--- src/rtl/booth_mul_arbiter_pkg.sv ---
// booth_mul_arbiter_pkg: shared widths, timing defaults and FSM encoding for the Booth multiplier arbiter
package booth_mul_arbiter_pkg;
    localparam int OP_W           = 4;
    localparam int PROD_W         = 8;
    localparam int CNT_W          = 3;
    localparam int MUL_CYCLES_DEF = 4;
    localparam int TIMEOUT_DEF    = 12;
    typedef enum logic [1:0] {
        IDLE = 2'd0,
        LOAD = 2'd1,
        RUN  = 2'd2,
        DONE = 2'd3
    } state_t;
endpackage

--- src/rtl/booth_mul_arbiter_rr_pick2.sv ---
// rr_pick2: two-way round-robin pick; on a tie the requester not served last wins
module rr_pick2 (
    input  logic req0,
    input  logic req1,
    input  logic last,
    output logic grant,
    output logic valid
);
    assign valid = req0 | req1;
    assign grant = (req0 & req1) ? ~last : req1;
endmodule

--- src/rtl/booth_mul_arbiter.sv ---
// booth_mul_arbiter: shares one external Booth multiplier between two requesters with round-robin and timeout
module booth_mul_arbiter
    import booth_mul_arbiter_pkg::*;
#(
    parameter int MUL_CYCLES = MUL_CYCLES_DEF,
    parameter int TIMEOUT    = TIMEOUT_DEF
) (
    input  logic              clk,
    input  logic              reset,
    input  logic              req0,
    input  logic              req1,
    input  logic [OP_W-1:0]   a0,
    input  logic [OP_W-1:0]   b0,
    input  logic [OP_W-1:0]   a1,
    input  logic [OP_W-1:0]   b1,
    output logic              done0,
    output logic              done1,
    output logic [PROD_W-1:0] result0,
    output logic [PROD_W-1:0] result1,
    output logic              err,
    output logic              busy,
    output logic              owner,
    output logic [OP_W-1:0]   mul_in1,
    output logic [OP_W-1:0]   mul_in2,
    output logic              mul_start_n,
    input  logic [CNT_W-1:0]  mul_count,
    input  logic [PROD_W-1:0] mul_result
);
    localparam int TW = $clog2(TIMEOUT + 1);

    state_t            state_q, state_d;
    logic              owner_q, owner_d;
    logic              last_q, last_d;
    logic [OP_W-1:0]   a_q, a_d, b_q, b_d;
    logic [TW-1:0]     tmo_q, tmo_d;
    logic [PROD_W-1:0] res0_q, res0_d, res1_q, res1_d;
    logic              done0_q, done0_d, done1_q, done1_d;
    logic              err_q, err_d;
    logic              pick_grant, pick_valid;
    logic              mul_fin, tmo_hit, own_req;

    rr_pick2 u_pick (
        .req0  (req0),
        .req1  (req1),
        .last  (last_q),
        .grant (pick_grant),
        .valid (pick_valid)
    );

    assign mul_fin = mul_count == CNT_W'(MUL_CYCLES);
    assign tmo_hit = tmo_q == TW'(TIMEOUT - 1);
    assign own_req = owner_q ? req1 : req0;

    // Next-state: grant and latch in IDLE, strobe in LOAD, wait/timeout in RUN, advance pointer in DONE
    always_comb begin
        state_d = state_q;
        owner_d = owner_q;
        last_d  = last_q;
        a_d     = a_q;
        b_d     = b_q;
        tmo_d   = tmo_q;
        res0_d  = res0_q;
        res1_d  = res1_q;
        done0_d = 1'b0;
        done1_d = 1'b0;
        err_d   = 1'b0;
        case (state_q)
            IDLE: begin
                if (pick_valid) begin
                    state_d = LOAD;
                    owner_d = pick_grant;
                    a_d     = pick_grant ? a1 : a0;
                    b_d     = pick_grant ? b1 : b0;
                end
            end
            LOAD: begin
                state_d = RUN;
                tmo_d   = '0;
            end
            RUN: begin
                tmo_d = tmo_q + TW'(1);
                if (mul_fin || tmo_hit) begin
                    state_d = DONE;
                    tmo_d   = '0;
                    err_d   = !mul_fin;
                    done0_d = own_req && !owner_q;
                    done1_d = own_req && owner_q;
                    if (mul_fin && own_req && !owner_q) res0_d = mul_result;
                    if (mul_fin && own_req && owner_q) res1_d = mul_result;
                end
            end
            DONE: begin
                state_d = IDLE;
                last_d  = owner_q;
            end
        endcase
    end

    // State registers with asynchronous active-low reset; pointer resets to "requester 1 served last"
    always_ff @(posedge clk or negedge reset) begin
        if (!reset) begin
            state_q <= IDLE;
            owner_q <= 1'b0;
            last_q  <= 1'b1;
            a_q     <= '0;
            b_q     <= '0;
            tmo_q   <= '0;
            res0_q  <= '0;
            res1_q  <= '0;
            done0_q <= 1'b0;
            done1_q <= 1'b0;
            err_q   <= 1'b0;
        end else begin
            state_q <= state_d;
            owner_q <= owner_d;
            last_q  <= last_d;
            a_q     <= a_d;
            b_q     <= b_d;
            tmo_q   <= tmo_d;
            res0_q  <= res0_d;
            res1_q  <= res1_d;
            done0_q <= done0_d;
            done1_q <= done1_d;
            err_q   <= err_d;
        end
    end

    assign done0       = done0_q;
    assign done1       = done1_q;
    assign result0     = res0_q;
    assign result1     = res1_q;
    assign err         = err_q;
    assign owner       = owner_q;
    assign busy        = state_q != IDLE;
    assign mul_start_n = state_q != LOAD;
    assign mul_in1     = a_q;
    assign mul_in2     = b_q;
endmodule

--- config.mk ---
export PLATFORM = sky130hd
export DESIGN_NAME = booth_mul_arbiter
export DESIGN_NICKNAME = d
export VERILOG_FILES = /design/src/rtl/booth_mul_arbiter_pkg.sv /design/src/rtl/booth_mul_arbiter_rr_pick2.sv /design/src/rtl/booth_mul_arbiter.sv
export SDC_FILE = /design/constraint.sdc
export NUM_CORES = 1
export LEC_CHECK = 0
export ABC_AREA = 0
export CAP_MARGIN = 20
export CORE_UTILIZATION = 58
export CTS_BUF_LIST = sky130_fd_sc_hd__clkbuf_4 sky130_fd_sc_hd__clkbuf_8
export DETAILED_ROUTE_END_ITERATION = 7
export DONT_BUFFER_PORTS = 1
export PLACE_DENSITY = 0.76
export SETUP_SLACK_MARGIN = 0.05
export SLEW_MARGIN = 20
export SYNTH_ARGS = -nofsm -noshare
export SYNTH_HDL_FRONTEND = slang
export SYNTH_SLANG_ARGS = --single-unit
--- constraint.sdc ---
create_clock -name clk -period 1.45 [get_ports clk]
set_input_delay 0.29 -clock clk [delete_from_list [all_inputs] [get_ports clk]]
set_output_delay 0.29 -clock clk [all_outputs]
set_load 0.005 [all_outputs]
# After elaboration in Yosys (flattened, before gate mapping)
# Index checks and enable logic that the tools add are counted.
# Widths: inputs -> output; s select.
totals:
  register_bits: 35
  inputBits: 31
  output_inout_bits: 30
  word_cells: 53
op_classes:
  n_addsub: 1
  n_eq_ne: 8
  n_mux: 15
  n_bitwise: 3
  reduce_logical: 15
op_table:
  columns: ["op", "count"]
  rows:
  - ["$mux 4", 3]
  - ["$mux 1", 8]
  - ["$pmux 2 s4", 1]
  - ["$pmux 4 s2", 1]
  - ["$reduce_and 3->1", 2]
  - ["$logic_and 1x1->1", 5]
  - ["$add 4x1->4 const B", 1]
  - ["$eq 2x2->1 const B", 2]
  - ["$eq 4x4->1 const B", 1]
  - ["$mux 2", 2]
  - ["$ne 2x2->1 const B", 2]
  - ["$reduce_and 2->1", 2]
  - ["$reduce_bool 2->1", 2]
  - ["$eq 3x3->1 const B", 1]
  - ["$eq 2x1->1 const B", 1]
  - ["$logic_not 1->1", 2]
  - ["$logic_not 2->1", 1]
  - ["$ne 2x1->1 const B", 1]
  - ["$and 1x1->1", 1]
  - ["$logic_or 1x1->1", 1]
  - ["$not 1->1", 1]
  - ["$or 1x1->1", 1]

# Depth between registers and ports, before layout
# Gate-level depths: netlist (run 1).
logic_depth:
  word_depth: 4
  mapped_depth: 6
  mapped_depth_nobuf: 5

# Modules after synthesis
# A second synthesis (run 1) with hierarchy kept.
unflattened:
  cells_unflattened: 126
  hier_area_um2: 1584.0
modules_own_cells:
  columns: ["mod", "instances", "cells_per_inst", "area_each_um2", "seq_area_each_um2"]
  rows:
  - ["booth_mul_arbiter", 1, 124, 1570.3, 877.1]
  - ["rr_pick2", 1, 2, 13.8, 0.0]

# Worst setup path after synthesis (run 1)
# Ideal clock, no wire load.
synth_path:
  path_kind: "register to register"
  from: "register state_q[0]"
  to: "register res0_q[0] (netlist: result0[0])"
  setup_ps: 125
  arrival_time_ps: 1469
  required_time_ps: 1325
  slack_ps: -143
  stages_incl_launch_ff: 7
  n_path_buf: 1
  synth_period_minus_slack_ps: 1593
  cell_sequence: "dfrtp_1 -> inv_1 -> ha_1 -> buf_2 -> nand3b_1 -> nor2_8 -> mux2_2"
synth_via:
  elab_chain_len: 2
synth_rtl:
  columns: ["element", "line", "rtl"]
  rows:
  - ["start: declaration", "booth_mul_arbiter.sv:31", "state_t state_q, state_d;"]
  - ["start signal: assignment", "booth_mul_arbiter.sv:114", "state_q <= state_d;"]
  - ["$eq 2x2->1", "booth_mul_arbiter.sv:67", "case (state_q)"]
  - ["$reduce_and 3->1 (no line)", null, null]
  - ["end signal: assignment", "booth_mul_arbiter.sv:120", "res0_q <= res0_d;"]
  - ["end: declaration", "booth_mul_arbiter.sv:36", "logic [PROD_W-1:0] res0_q, res0_d, res1_q, res1_d;"]
# No other way between the ends.
# A chain may end at the register's enable or synchronous reset.

# Final worst setup path (run 1)
layout_path:
  from: "register state_q[0]"
  to: "register res0_q[1] (netlist: result0[1])"
# Same word-level chain as after synthesis.

==> impl_metrics.toml, run 1 <==
[detailed_routing]
wl_met1_um = 1256
dr_wl_met2_um = 1616
drt-wirelength-per-cell_um = 17.78
drt-total-wl_um = 3111
dr.pass1.iters = 4
drt.antenna.violating_nets = 0
viasPerCell = 5.909
drc = 0
vias = 1034
first_iter_violations = 7
routed.top_layer = "met4"
wl_met3_um = 221

[worst_setup_path]
cp.required_ns = 1.67
cp-end-kind = "register"
cp_max_fo = 8
cp_data_arrival_time_ns = 1.72
path_class = "reg -> reg"
setup.worst_path.start_class = "register"

[global_routing]
antenna_found_initial = 0
grt_pass1_wl_um = 4526
grt_max_degree = 36
grt.overflow.total = 0
grt_usage_pct = 22.71
grt_pass1_vias = 1001

[timing]
setup_violations = 19
fin_crit_sh_pct = 103.4
maxSlewHeadroom_pct = 74.11
fmax_mhz = 667.1
report.final.slew_viol_count = 0
rsz0062_at_grt = "true"
fin_ws_ns = -0.04901
period_needed_ns = 1.499
setup_tns_ns = -0.5158
hold_viol = 0
fin_hold_ws_ns = 0.1017
clock_skew_ns = 0.005274
tightestPinTransition_ns = 0.3874

[synthesis]
syn_area_mm2 = 0.001558
synth_most_common_cell = "dfrtp_1"
syn-instance-count = 123
yosysSeqAreaShare_pct = 56.31
async_reset_ff_share_pct = 100.0
ys_top_cells_by_area = "dfrtp_1 55%, mux2_2 12%, mux2i_1 5.8%, ha_1 4.0%, o21ai_0 2.9%"
synth_ff_type = "dfrtp_1"
ys_warn_count = 0
yosys_register_bits = 35
synth_edf_count = 0
syn_nets = 159
netlist.area_leader.share_pct = 54.62
ys_top_cells_by_count = "34 x dfrtp_1, 17 x mux2_2, 12 x nand2_1, 9 x mux2i_1, 9 x o21ai_0"
yosys.area.top_type = "dfrtp_1"
synth_cell_types = 28
syn_area_per_cell_um2 = 12.66

[clocking]
clkSlewWorstSetupHoldPaths_ns = 0.10
clockRootBuffer = "clkbuf_4"
cts_tree = "built"
h-tree-depth = 2
insertion_delay_ns = 0.33
clock_sinks = 35
cts_made_buffers = 5
clock_path_buffers = 2

[finish]
fin_nets = 180
diodes = 0
syn_to_final_growth_pct = 21.61
drive_gt1_share_pct = 38.62

[pwr]
powerDensity_mw_per_mm2 = 1998
p_leak_nw = 0.9126
ir_drop_v = 0.001497

[die]
dieArea_mm2 = 0.002897
coreArea_mm2 = 0.002500
die_width_um = 53.83
start_util_pct = 62.31
io_pins = 61
die_h_um = 53.83
rows = 18

[place]
dp_hpwl_um = 1980
post-place-ws_ns = -0.1783
io_buffers = 0
finalWeightedCongestion = 0.7662

[flow_run]
cap_violations = 0

[outcome]
status = "finished with violations"
violations = "setup timing"

[hold_path]
hp-class = "in -> reg"
kinds of logic (layout without fill, tap and decap cells):
family          Yosys count  in the layout  share of synthesized area (%)
flops                    35             35                          56.31
simple gates             24             24                          9.237
fa+ha+maj                 5              5                          4.016
compound gates           21             21                          8.836
mux                      26             26                          18.07
buf+inv                  12             34                          3.534
registers in the layout, summed over array words and instances, names as in the netlist:
register and cells:
result0 8, result1 8, mul_in1 4, mul_in2 4, tmo_q 4, state_q 2, done0 1, done1 1
err 1, last_q 1, owner 1
layout make-up:
class | count | area, um^2
Sequential cell | 35 | 877.1
Multi-Input combinational cell | 76 | 723.2
Fill cell | 154 | 605.6
Timing Repair Buffer | 18 | 162.7
Clock buffer | 7 | 52.55
Tap cell | 30 | 37.54
Inverter | 8 | 36.28
Clock inverter | 1 | 5.005
routing by layer:
layer,vias to the layer above,track usage (%)
met5,-,0
met4,0,9.649
met3,4,8.757
met2,44,36.01
met1,512,27.29
li1,474,-
cells in the final DEF (no fill, tap or decap), drive strengths merged:
cell and n:
nor2 4, nand3 3, or3b 1, mux2i 9
a32oi 1, nand2b 1, a21oi 2, a41oi 1
clkinvlp 1, o21ai 10, o22ai 2, nand2 12
a31oi 1, dfstp 1, o2bb2ai 1, nand4 1
clkinv 1, inv 7, buf 17, a21boi 1
dfrtp 34, mux2 17, o22a 1, nand3b 2
clkbuf 7, a22o 1, dlygate4sd3 1, ha 5
what timing repair did:
action / 4_1_cts / 5_1_grt
setup buffers: 3 / 2
cloned: 0 / 0
setup endpoints to repair: 29 / 26
pin swaps: 5 / 2
resized for setup: 17 / 8
hold buffers: 2 / 0
hold endpoints to repair: 35 / 0
worst max-delay path, cell delays in order, from the launching register on:
cell and delay (ns):
dfrtp_1 0.40, inv_2 0.08, ha_4 0.13, nand3b_1 0.19, nor2_8 0.26, mux2_4 0.32
metrics by stage:
stage / cells / instance area (um^2) / utilization (%) / power, mW
finish: 175 / 1894 / 75.78 / 3.785
global route: 175 / 1894 / 75.78 / 4.046
CTS: 173 / 1848 / 73.92 / 3.634
detailed placement: 160 / 1665 / 66.62 / 2.846
global placement: 160 / 1665 / 66.62 / 2.777
floorplan: 123 / 1565 / - / 2.464
power breakdown:
group | internal (mW) | switching (mW)
clock | 0.226 | 0.304
combinational | 0.856 | 0.712
sequential | 1.38 | 0.303
total | 2.47 | 1.32
worst paths after layout:
path | startpoint | end | slack, ns | cells past startpoint
setup reg to reg | state_q[0] | result0[1] | -0.05 | 5
hold / removal | mul_result[5] | result0[5] | 0.10 | 1
hold reg to reg | mul_in1[2] | mul_in1[2] | 0.52 | 2
max in group asynchronous | reset | last_q | 0.79 | 2
setup / recovery | state_q[0] | result0[1] | -0.05 | 5
min in group asynchronous | reset | tmo_q[3] | 0.42 | 2
(Power assumes the default switching activity.)
==> inputs of run 2 (changes only) <==
CTS_CLUSTER_SIZE = 24   (was not set)
==> results of run 2 <==
Same layout as run 1: the final DEF is identical, and so are final timing and power.
==> inputs of run 3 (changes only) <==
CELL_PAD_IN_SITES_DETAIL_PLACEMENT = 0   (was not set)
CELL_PAD_IN_SITES_GLOBAL_PLACEMENT = 2   (was not set)
CORE_UTILIZATION = 36   (was 58)
PLACE_DENSITY = not set   (was 0.76)
PLACE_DENSITY_LB_ADDON = 0.1   (was not set)
==> run 3 against run 2 <==
Total power is 1.7% higher. Fmax decreased by 0.40%. The run still ends with setup timing left. Non-clock buffer count down 2. Global-route usage down 7.9 points. Sequential share of layout area fell by 0.57 points. Flip-flop and latch count stayed put. Cell area up 1.4%. Setup slack lost 0.0061 ns. Critical endpoint unchanged. Core utilization decreased by 29 points. Highest routed layer unchanged. Worst hold slack improved by 0.048 ns. Clock power is 33% higher.
==> impl_metrics.toml, run 3 (synthesis results as in run 1) <==
[timing]
rsz0062_at_grt = "true"
setup_violations = 16
period_needed_ns = 1.505
tightestPinTransition_ns = 0.2597
maxSlewHeadroom_pct = 82.63
report.final.slew_viol_count = 0
fin_ws_ns = -0.05510
fmax_mhz = 664.4
hold_viol = 0
fin_crit_sh_pct = 103.8
clock_skew_ns = 0.01051

[die]
io_pins = 61
die_h_um = 67.78
start_util_pct = 38.12
die_width_um = 67.78
dieArea_mm2 = 0.004594
rows = 23
coreArea_mm2 = 0.004086

[finish]
final_common_cell = "dfrtp_1"
diodes = 0
final_core_util_pct = 47.00
mostFrequentLayoutCells = "33 x dfrtp_1, 13 x buf_4, 12 x nand2_1"
finalNonFillerCells = 193
syn_to_final_growth_pct = 23.29
drive_gt1_share_pct = 39.16
fin_nets = 178

[pwr]
ir_drop_v = 0.0007955
power_mw = 3.851
p_leak_nw = 0.9034
powerDensity_mw_per_mm2 = 2005

[detailed_routing]
drt-total-wl_um = 3143
vias = 1007
drt-wirelength-per-cell_um = 16.28
dr.pass1.iters = 4
viasPerCell = 5.218
first_iter_violations = 20
drc = 0
drt.antenna.violating_nets = 0

[clocking]
insertion_delay_ns = 0.29
clock_sinks = 35
clock_path_buffers = 2
clockRootBuffer = "clkbuf_8"
clkSlewWorstSetupHoldPaths_ns = 0.07
cts_made_buffers = 5
h-tree-depth = 2
cts_tree = "built"

[global_routing]
antenna_found_initial = 0
grt_usage_pct = 14.83
grt_pass1_wl_um = 4899
grt_max_degree = 36
grt.overflow.total = 0
grt_pass1_vias = 1045

[flow_run]
cap_violations = 0

[worst_setup_path]
cp_max_fo = 8
cp_top_family = "simple AND/OR/NAND/NOR gates"
cp_data_arrival_time_ns = 1.67
critPathSlowestCell = "dfrtp_1"
critPathBufInv = 1
path_class = "reg -> reg"
cp.required_ns = 1.61
cpPeakStageDelay_ns = 0.39
setup.worst_path.start_class = "register"
cp-end-kind = "register"
crit_chain = "inv_2 -> ha_4 -> nand3b_1 -> nor2_8 -> mux2_4"

[place]
placedCellCount = 180
io_buffers = 0
dp_hpwl_um = 2109
finalWeightedCongestion = 0.7476

[outcome]
status = "finished with violations"
violations = "setup timing"

[hold_path]
hp-class = "in -> reg"
==> run 3: cell count changes in the layout (fill, tap and decap cells not counted), moves of 2 or more <==
cell	before	now
clkbuf_4	7	1
clkbuf_8	0	5
inv_2	1	4
buf_4	15	13
ha_4	2	4
inv_1	5	3
==> run 3: path summary, 6_finish.rpt <==
kind | slack [ns] | startpoint | end | cells past startpoint
min in group asynchronous | 0.46 | reset | result1[4] | 2
min | 0.15 | mul_result[4] | result0[4] | 1
max | -0.06 | state_q[0] | result0[1] | 5
max reg2reg | -0.06 | state_q[0] | result0[1] | 5
max in group asynchronous | 0.74 | reset | last_q | 2
min reg2reg | 0.51 | mul_in1[2] | mul_in1[2] | 2
==> run 3: where the power goes <==
| group | leakage, nW | switching, mW | internal [mW] |
|---|---|---|---|
| Clock | 0.0446 | 0.350 | 0.354 |
| Combinational | 0.408 | 0.645 | 0.795 |
| Sequential | 0.451 | 0.317 | 1.39 |
==> run 3: stage by stage <==
step | area (um^2) | setup slack (ns) | hold WS (ns) | TNS, ns
after floorplan | 1565 | -0.1298 | -0.005591 | -1.821
after global placement | 1678 | -0.07923 | -0.004821 | -1.005
after detailed placement | 1678 | -0.1004 | -0.004919 | -1.512
after CTS | 1854 | -0.06452 | 0.1403 | -0.7280
after global routing | 1921 | -0.1135 | 0.1335 | -1.666
final | 1921 | -0.05510 | 0.1492 | -0.4881
==> run 3: metal layers <==
metal	routed length, um	track usage [%]	vias up
met3	292	6.419	5
met2	1482	25.00	52
met1	1318	16.42	484
met5	0	0	-
li1	-	-	466
met4	48	5.469	0
==> run 3: what timing repair did <==
| item | CTS | global route |
|---|---|---|
| setup endpoints to repair | 29 | 30 |
| pin swaps | 4 | 5 |
| gates resized for setup | 16 | 13 |
| gates cloned | 0 | 0 |
| hold buffers | 2 | 0 |
| hold endpoints to repair | 35 | 0 |
| setup buffers | 1 | 3 |
==> run 3: layout make-up <==
cell class | instances | area [um^2]
Fill cell | 380 | 2166
Sequential cell | 35 | 878.3
Multi-Input combinational cell | 76 | 716.9
Timing Repair Buffer | 16 | 138.9
Clock buffer | 6 | 76.32
Tap cell | 50 | 62.56
Inverter | 8 | 35.03
Clock inverter | 2 | 12.51
